===== config.mk =====
export PLATFORM = sky130hd
export DESIGN_NAME = bus_grant_controller
export DESIGN_NICKNAME = d
export VERILOG_FILES = /design/src/rtl/bus_grant_controller.sv
export SDC_FILE = /design/constraint.sdc
export NUM_CORES = 1
export LEC_CHECK = 0
export CORE_MARGIN = 5
export CORE_UTILIZATION = 40
export DETAILED_ROUTE_END_ITERATION = 10
export HOLD_SLACK_MARGIN = 0.1
export PLACE_DENSITY = 0.7
export SLEW_MARGIN = 10
export SYNTH_ARGS = -nofsm -noshare
export SYNTH_HDL_FRONTEND = slang
export SYNTH_SLANG_ARGS = --single-unit

===== constraint.sdc =====
create_clock -name clk -period 3.6 [get_ports clk]
set_input_delay 0.36 -clock clk [delete_from_list [all_inputs] [get_ports clk]]
set_output_delay 0.36 -clock clk [all_outputs]
set_load 0.05 [all_outputs]

===== src/rtl/bus_grant_controller.sv =====
// bus_grant_controller: tenure-based round-robin bus grant controller.
// A grant is held until its owner pulses done or drops req, followed by one
// dead turnaround cycle. The eligible set is req masked by a run-time enable
// mask loaded through the config write port.
// Optional feature: define BUS_GRANT_TIMEOUT_EN to enable the tenure limit
// (config addr 01) that forces release and pulses timeout.
module bus_grant_controller #(
    parameter int NUM_MASTERS = 4,
    parameter int ID_W        = 2
) (
    input  logic                   clk,
    input  logic                   reset,
    input  logic [NUM_MASTERS-1:0] req,
    input  logic [NUM_MASTERS-1:0] done,
    output logic [NUM_MASTERS-1:0] grant,
    output logic                   grant_valid,
    output logic [ID_W-1:0]        grant_id,
    input  logic                   config_wr,
    input  logic [1:0]             config_addr,
    input  logic [7:0]             config_data,
    output logic                   timeout
);

    typedef enum logic [1:0] {
        IDLE,
        GRANT,
        RELEASE
    } state_t;

    state_t                 state;
    logic [ID_W-1:0]        ptr;
    logic [NUM_MASTERS-1:0] mask;
    logic [NUM_MASTERS-1:0] eligible;
    logic                   found;
    logic [ID_W-1:0]        pick;
    logic [NUM_MASTERS-1:0] pick_onehot;
    logic                   owner_release;
    logic [ID_W-1:0]        next_ptr;
    int unsigned            idx;

`ifdef BUS_GRANT_TIMEOUT_EN
    logic [7:0]             limit;
    logic [7:0]             tenure;
`endif

    // Upper config_data bits are only partly consumed for small NUM_MASTERS.
    logic unused_cfg_bits;
    assign unused_cfg_bits = ^config_data;

    assign eligible      = req & mask;
    assign owner_release = done[grant_id] | ~req[grant_id];
    assign next_ptr      = (grant_id == ID_W'(NUM_MASTERS - 1)) ? '0 : grant_id + ID_W'(1);

    // Round-robin pick: first eligible index at or after ptr, wrapping.
    always_comb begin
        found       = 1'b0;
        pick        = '0;
        idx         = 0;
        pick_onehot = '0;
        for (int unsigned i = 0; i < NUM_MASTERS; i++) begin
            idx = (i + 32'(ptr)) % 32'(NUM_MASTERS);
            if (!found && eligible[idx]) begin
                found = 1'b1;
                pick  = ID_W'(idx);
            end
        end
        pick_onehot[pick] = 1'b1;
    end

    // Grant FSM with config registers and registered outputs.
    always_ff @(posedge clk or posedge reset) begin
        if (reset) begin
            state       <= IDLE;
            ptr         <= '0;
            mask        <= '1;
            grant       <= '0;
            grant_valid <= 1'b0;
            grant_id    <= '0;
            timeout     <= 1'b0;
`ifdef BUS_GRANT_TIMEOUT_EN
            limit       <= '0;
            tenure      <= '0;
`endif
        end else begin
            timeout <= 1'b0;
            if (config_wr && config_addr == 2'b00) begin
                mask <= config_data[NUM_MASTERS-1:0];
            end
`ifdef BUS_GRANT_TIMEOUT_EN
            if (config_wr && config_addr == 2'b01) begin
                limit <= config_data;
            end
`endif
            case (state)
                IDLE: begin
                    if (found) begin
                        state       <= GRANT;
                        grant       <= pick_onehot;
                        grant_valid <= 1'b1;
                        grant_id    <= pick;
`ifdef BUS_GRANT_TIMEOUT_EN
                        tenure      <= '0;
`endif
                    end
                end
                GRANT: begin
                    if (owner_release) begin
                        state       <= RELEASE;
                        grant       <= '0;
                        grant_valid <= 1'b0;
                        ptr         <= next_ptr;
                    end
`ifdef BUS_GRANT_TIMEOUT_EN
                    // tenure counts completed grant cycles; expiry fires on the
                    // edge that ends the L-th cycle.
                    else if (limit != 8'd0 && tenure == limit - 8'd1) begin
                        state       <= RELEASE;
                        grant       <= '0;
                        grant_valid <= 1'b0;
                        ptr         <= next_ptr;
                        timeout     <= 1'b1;
                    end else begin
                        tenure <= tenure + 8'd1;
                    end
`endif
                end
                RELEASE: begin
                    state <= IDLE;
                end
                default: begin
                    state <= IDLE;
                end
            endcase
        end
    end

endmodule


Yosys cells after proc, flatten, opt, wreduce, memory -nomap -nowiden

Cells that the tools add are included.

Bits in registers: 15
Input bits: 21

Add/subtract/negate cells: 4
$lt $le $gt $ge: 7
Equality and inequality tests: 4
Muxes and demuxes: 32
Bitwise gates (word level): 3
Reductions and logical operators: 15

Operators by type and width:

| cell                                                                   | count |
|---|---|
| 2-bit by 3-bit < comparator with 1-bit output (second input constant)  | 6 |
| 2-bit two-way mux                                                      | 7 |
| 1-bit two-way mux                                                      | 13 |
| 1-bit binary-select mux with 2-bit select                              | 6 |
| 4-bit two-way mux                                                      | 2 |
| 4-bit one-hot mux with 2 select lines                                  | 1 |
| 2-bit AND reduction                                                    | 3 |
| 1-bit logical AND                                                      | 5 |
| 2-bit adder (first input constant)                                     | 2 |
| 4-bit bitwise AND                                                      | 1 |
| 2-bit zero test                                                        | 2 |
| 2-bit inequality test (second input constant)                          | 2 |
| 2-bit one-hot mux with 2 select lines                                  | 1 |
| 1-bit zero test                                                        | 3 |
| 3-bit AND reduction                                                    | 1 |
| 1-bit by 2-bit adder with 2-bit output (first input constant)          | 1 |
| 2-bit by 1-bit adder with 2-bit output (second input constant)         | 1 |
| 1-bit demux with 2-bit select                                          | 1 |
| 2-bit by 1-bit == test with 1-bit output (second input constant)       | 1 |
| 2-bit == test (second input constant)                                  | 1 |
| 2-bit by 1-bit >= comparator with 1-bit output (second input constant) | 1 |
| 1-bit one-hot mux with 2 select lines                                  | 1 |
| 2-bit nonzero test                                                     | 1 |
| 1-bit NOT                                                              | 1 |
| 1-bit OR                                                               | 1 |

Longest topological paths before layout

Depth after elaboration: 19
Depth in mapped cells: 5
Gate-level depth less buffers: 4

Least setup slack after synthesis

OpenSTA, ideal clock, no wires.

Path type: register to register
Start point: register grant_id[0]
End point: register ptr[0]
Library setup time: 125 ps
Arrival: 1850 ps
Required time: 3475 ps
Slack: 1625 ps
Cell stages (with the launch flop): 5
Cells stage by stage: dfrtp_1 -> mux4_2 -> and3b_1 -> buf_6 -> mux2_4

Cells in the longest elaborated chain, start to end: 5
Elaborated cells between the ends (all ways): 10
Those cells by class: add/sub (1); eq/ne (1); mux (5); bitwise (2); reduce/logical (1)

RTL lines:

| item                                      | RTL line | text |
|---|---|---|
| start, declared                           | 17       | `output logic [ID_W-1:0] grant_id,` |
| start signal, assigned                    | 100      | `grant_id <= pick;` |
| 1-bit binary-select mux with 2-bit select | 51       | `assign owner_release = done[grant_id] \| ~req[grant_id];` |
| 1-bit two-way mux (not written as such)   | 51       |  |
| 1-bit NOT                                 | 51       |  |
| 1-bit OR                                  | 51       |  |
| 2-bit AND reduction (no source line)      | --       |  |
| end signal, assigned                      | 111      | `ptr <= next_ptr;` |
| end, declared                             | 31       | `logic [ID_W-1:0] ptr;` |

Several ways; a longest one is shown, not always the timed one. The select of a mux whose other input is x is not followed.
A chain may end at the register's enable or synchronous reset.

Worst setup path after layout

Start point: register grant_id[0]
End point: output port grant_id[0]

No word-level cell between the ends.

==> metrics.yaml <==
sta:
  slew_violations: 0
  fmax_ghz: 0.5200
  tightest_slew_ps: 611.2
  slew_headroom_pct: 59.17
  rsz0062_at_grt: "false"
  finalSetupViolations: 0
  final.min_clock_period_ps: 1923
  setup_tns_ps: 0
  fin_worst_skew_ps: 2.777
  finalHoldViolCount: 0
  min_period_over_period_pct: 53.42
layout:
  multi_input_area_sq_um: 364.1
  nets: 118
  antennaDiodeCount: 0
  final_util_pct: 55.07
  fillerInstances: 158
  drive_above_1_share_pct: 16.84
  final_area_sq_um: 1047
  regArea_sq_um: 380.4
  syn_to_final_growth_pct: 34.57
worst_setup_path:
  critPathLaunchType: "flop"
  end_kind: "output pin"
  worstSetupPathType: "reg2out"
  cp_top_family: "buffers and inverters"
  crit_slowest_cell: "clkdlybuf4s50_1"
  critPathBufInv: 1
  r2r_slack_ps: 1880
  path_cells: "clkdlybuf4s50_1"
  r2r_start: "grant_id[0]"
  r2r_cells: 3
  max_stage_delay_ps: 830
  cp.arrival_ps: 1560
  crit_fanout: 5
  cp_data_required_time_ps: 3240
  reg2reg_to: "ptr[1]"
min_path:
  hp-class: "in2async"
global_routing:
  grt_max_degree: 16
  antenna_found_initial: 0
  overflow: 0
  grt_pass1_vias: 580
  grt.total_usage_pct: 12.55
  grt_pass1_wl_mm: 2.601
route:
  drtAntennaViolNets: 0
  num_vias: 618
  vias_per_cell: 5.066
  avgRoutedWirePerCell_um: 13.63
  drt_iter0_markers: 20
  drc_errors: 0
  totalWireLength_mm: 1.663
  dr.pass1.iters: 4
place:
  placed_area_sq_um: 1020
  portBuffers: 23
  globalplace.congestion: 0.7695
  hpwlAfterDp_mm: 1.301
clock_tree:
  root_buffer: "clkbuf_4"
  clkSlewWorstSetupHoldPaths_ps: 90
  post_cts_buffers: 0
  cts_resized: 0
  cts.htree.levels: 1
  cts_buffer_depth: 2
  cts_tree: "done"
  clock-sinks: 15
  clk_latency_ps: 290
  postCtsHoldBufs: 0
  cts_buffers: 3
synth:
  ys.flop_type: "dfrtp_1"
  syn_inst: 71
  synth_seq_area_share_pct: 48.87
  ys_warn_count: 0
  async_flop_share_pct: 100.0
  yosys.cell_types.count: 29
  synth_edf_count: 0
  syn-num-nets: 93
  postSynthAreaPerCell_sq_um: 10.96
  netlist_area_sq_um: 778.2
  synth-seq-cells: 15
floorplan:
  die_w_um: 54.11
  ios: 29
  start_util_pct: 40.92
  coreArea_sq_um: 1902
  die_h_um: 54.11
  rows: 16
  dieArea_sq_um: 2928
pwr:
  peakVddDrop_mv: 0.4357
  leakage_nw: 0.4282
  p_total_uw: 823.6
  powerDensity_nw_per_um2: 786.5
flow_run:
  drv_cap: 0
run_status:
  status: "finished clean"
sequential cells by signal (all words and copies together) (netlist names):
signal	count
grant	4
state	2
mask	4
grant_id	2
ptr	2
grant_valid	1
synth_stat cells (all sizes together), types with 2 or more instances:
master / number / share of area (%)
dfrtp: 11 / 35
dfstp: 4 / 14
and2: 2 / 1.6
inv: 3 / 1.4
nand2b: 5 / 4.0
buf: 2 / 2.4
o21ai: 4 / 2.6
a31o: 2 / 2.3
mux2: 6 / 9.6
o211ai: 2 / 1.9
nand2: 10 / 4.8
nand3b: 2 / 1.9
a21oi: 2 / 1.3
o32ai: 4 / 4.5
layout by cell type, fill, tap and decap left out, types with 3 or more instances in the layout:
cell              n
inv_1             3
o21ai_1           4
clkbuf_4          3
o32ai_1           4
nand2_1          10
mux2_2            4
dfstp_2           4
dfrtp_1          11
clkdlybuf4s50_1  23
nand2b_1          5
layout make-up:
class                   instances  area share [%]
clock buffers                   3           2.151
clock inverters                 1          0.4779
inverters                       3           1.075
multi-input cells              50           34.77
flip-flops and latches         15           36.32
well taps                      27           3.226
repair buffers                 23           21.98
metrics by stage:
step / hold slack, ps / setup WS [ps] / std cells
finish: 418.3 / 1677 / 122
CTS: 441.1 / 1665 / 122
global route: 493.7 / 1621 / 122
floorplan: 258.6 / 1625 / 71
detailed placement: 514.5 / 1385 / 118
global placement: 511.1 / 1382 / 118
worst register-to-register path, cell delays in order, from the launching register on:
cell and delay, ps:
dfrtp_1 440, mux4_2 540, and3b_1 310, mux2_4 330
per-layer routing:
layer	vias to the layer above	global-route usage, %	part of all wire [%]	routed length [um]
li1	307	-	-	-
met1	292	15.44	46	763
met2	15	20.56	48	790
met3	4	1.939	4.7	78
met4	0	7.469	1.8	30
met5	-	0	0	0
where the power goes:
part | internal (mW) | switching (mW) | leakage, nW
combinational | 0.183 | 0.252 | 0.231
sequential | 0.241 | 0.0489 | 0.180
clock | 0.0414 | 0.0576 | 0.0177
total | 0.465 | 0.359 | 0.428
worst max-delay path by stage:
stage / startpoint / cells past startpoint / endpoint / slack (ps)
2_1_floorplan: grant_id[0] / 4 / ptr[0] / 1620
4_1_cts: grant_id[0] / 1 / grant_id[0] / 1670
5_1_grt: grant_id[0] / 1 / grant_id[0] / 1620
6_report: grant_id[0] / 1 / grant_id[0] / 1680
3_5_place_dp: req[2] / 5 / ptr[1] / 1380
3_3_place_gp: req[2] / 5 / ptr[1] / 1380
logic make-up (layout without fill, tap and decap cells):
kind of cell	Yosys count	in the layout	share of synthesized area, %
buf+inv	6	30	4.341
compound gates	18	18	16.40
fa+ha+maj	1	1	1.607
other cells	1	1	0.4819
flops	15	15	48.87
mux	7	7	12.54
simple gates	23	23	15.76
Power figures use the tool's default switching activity.
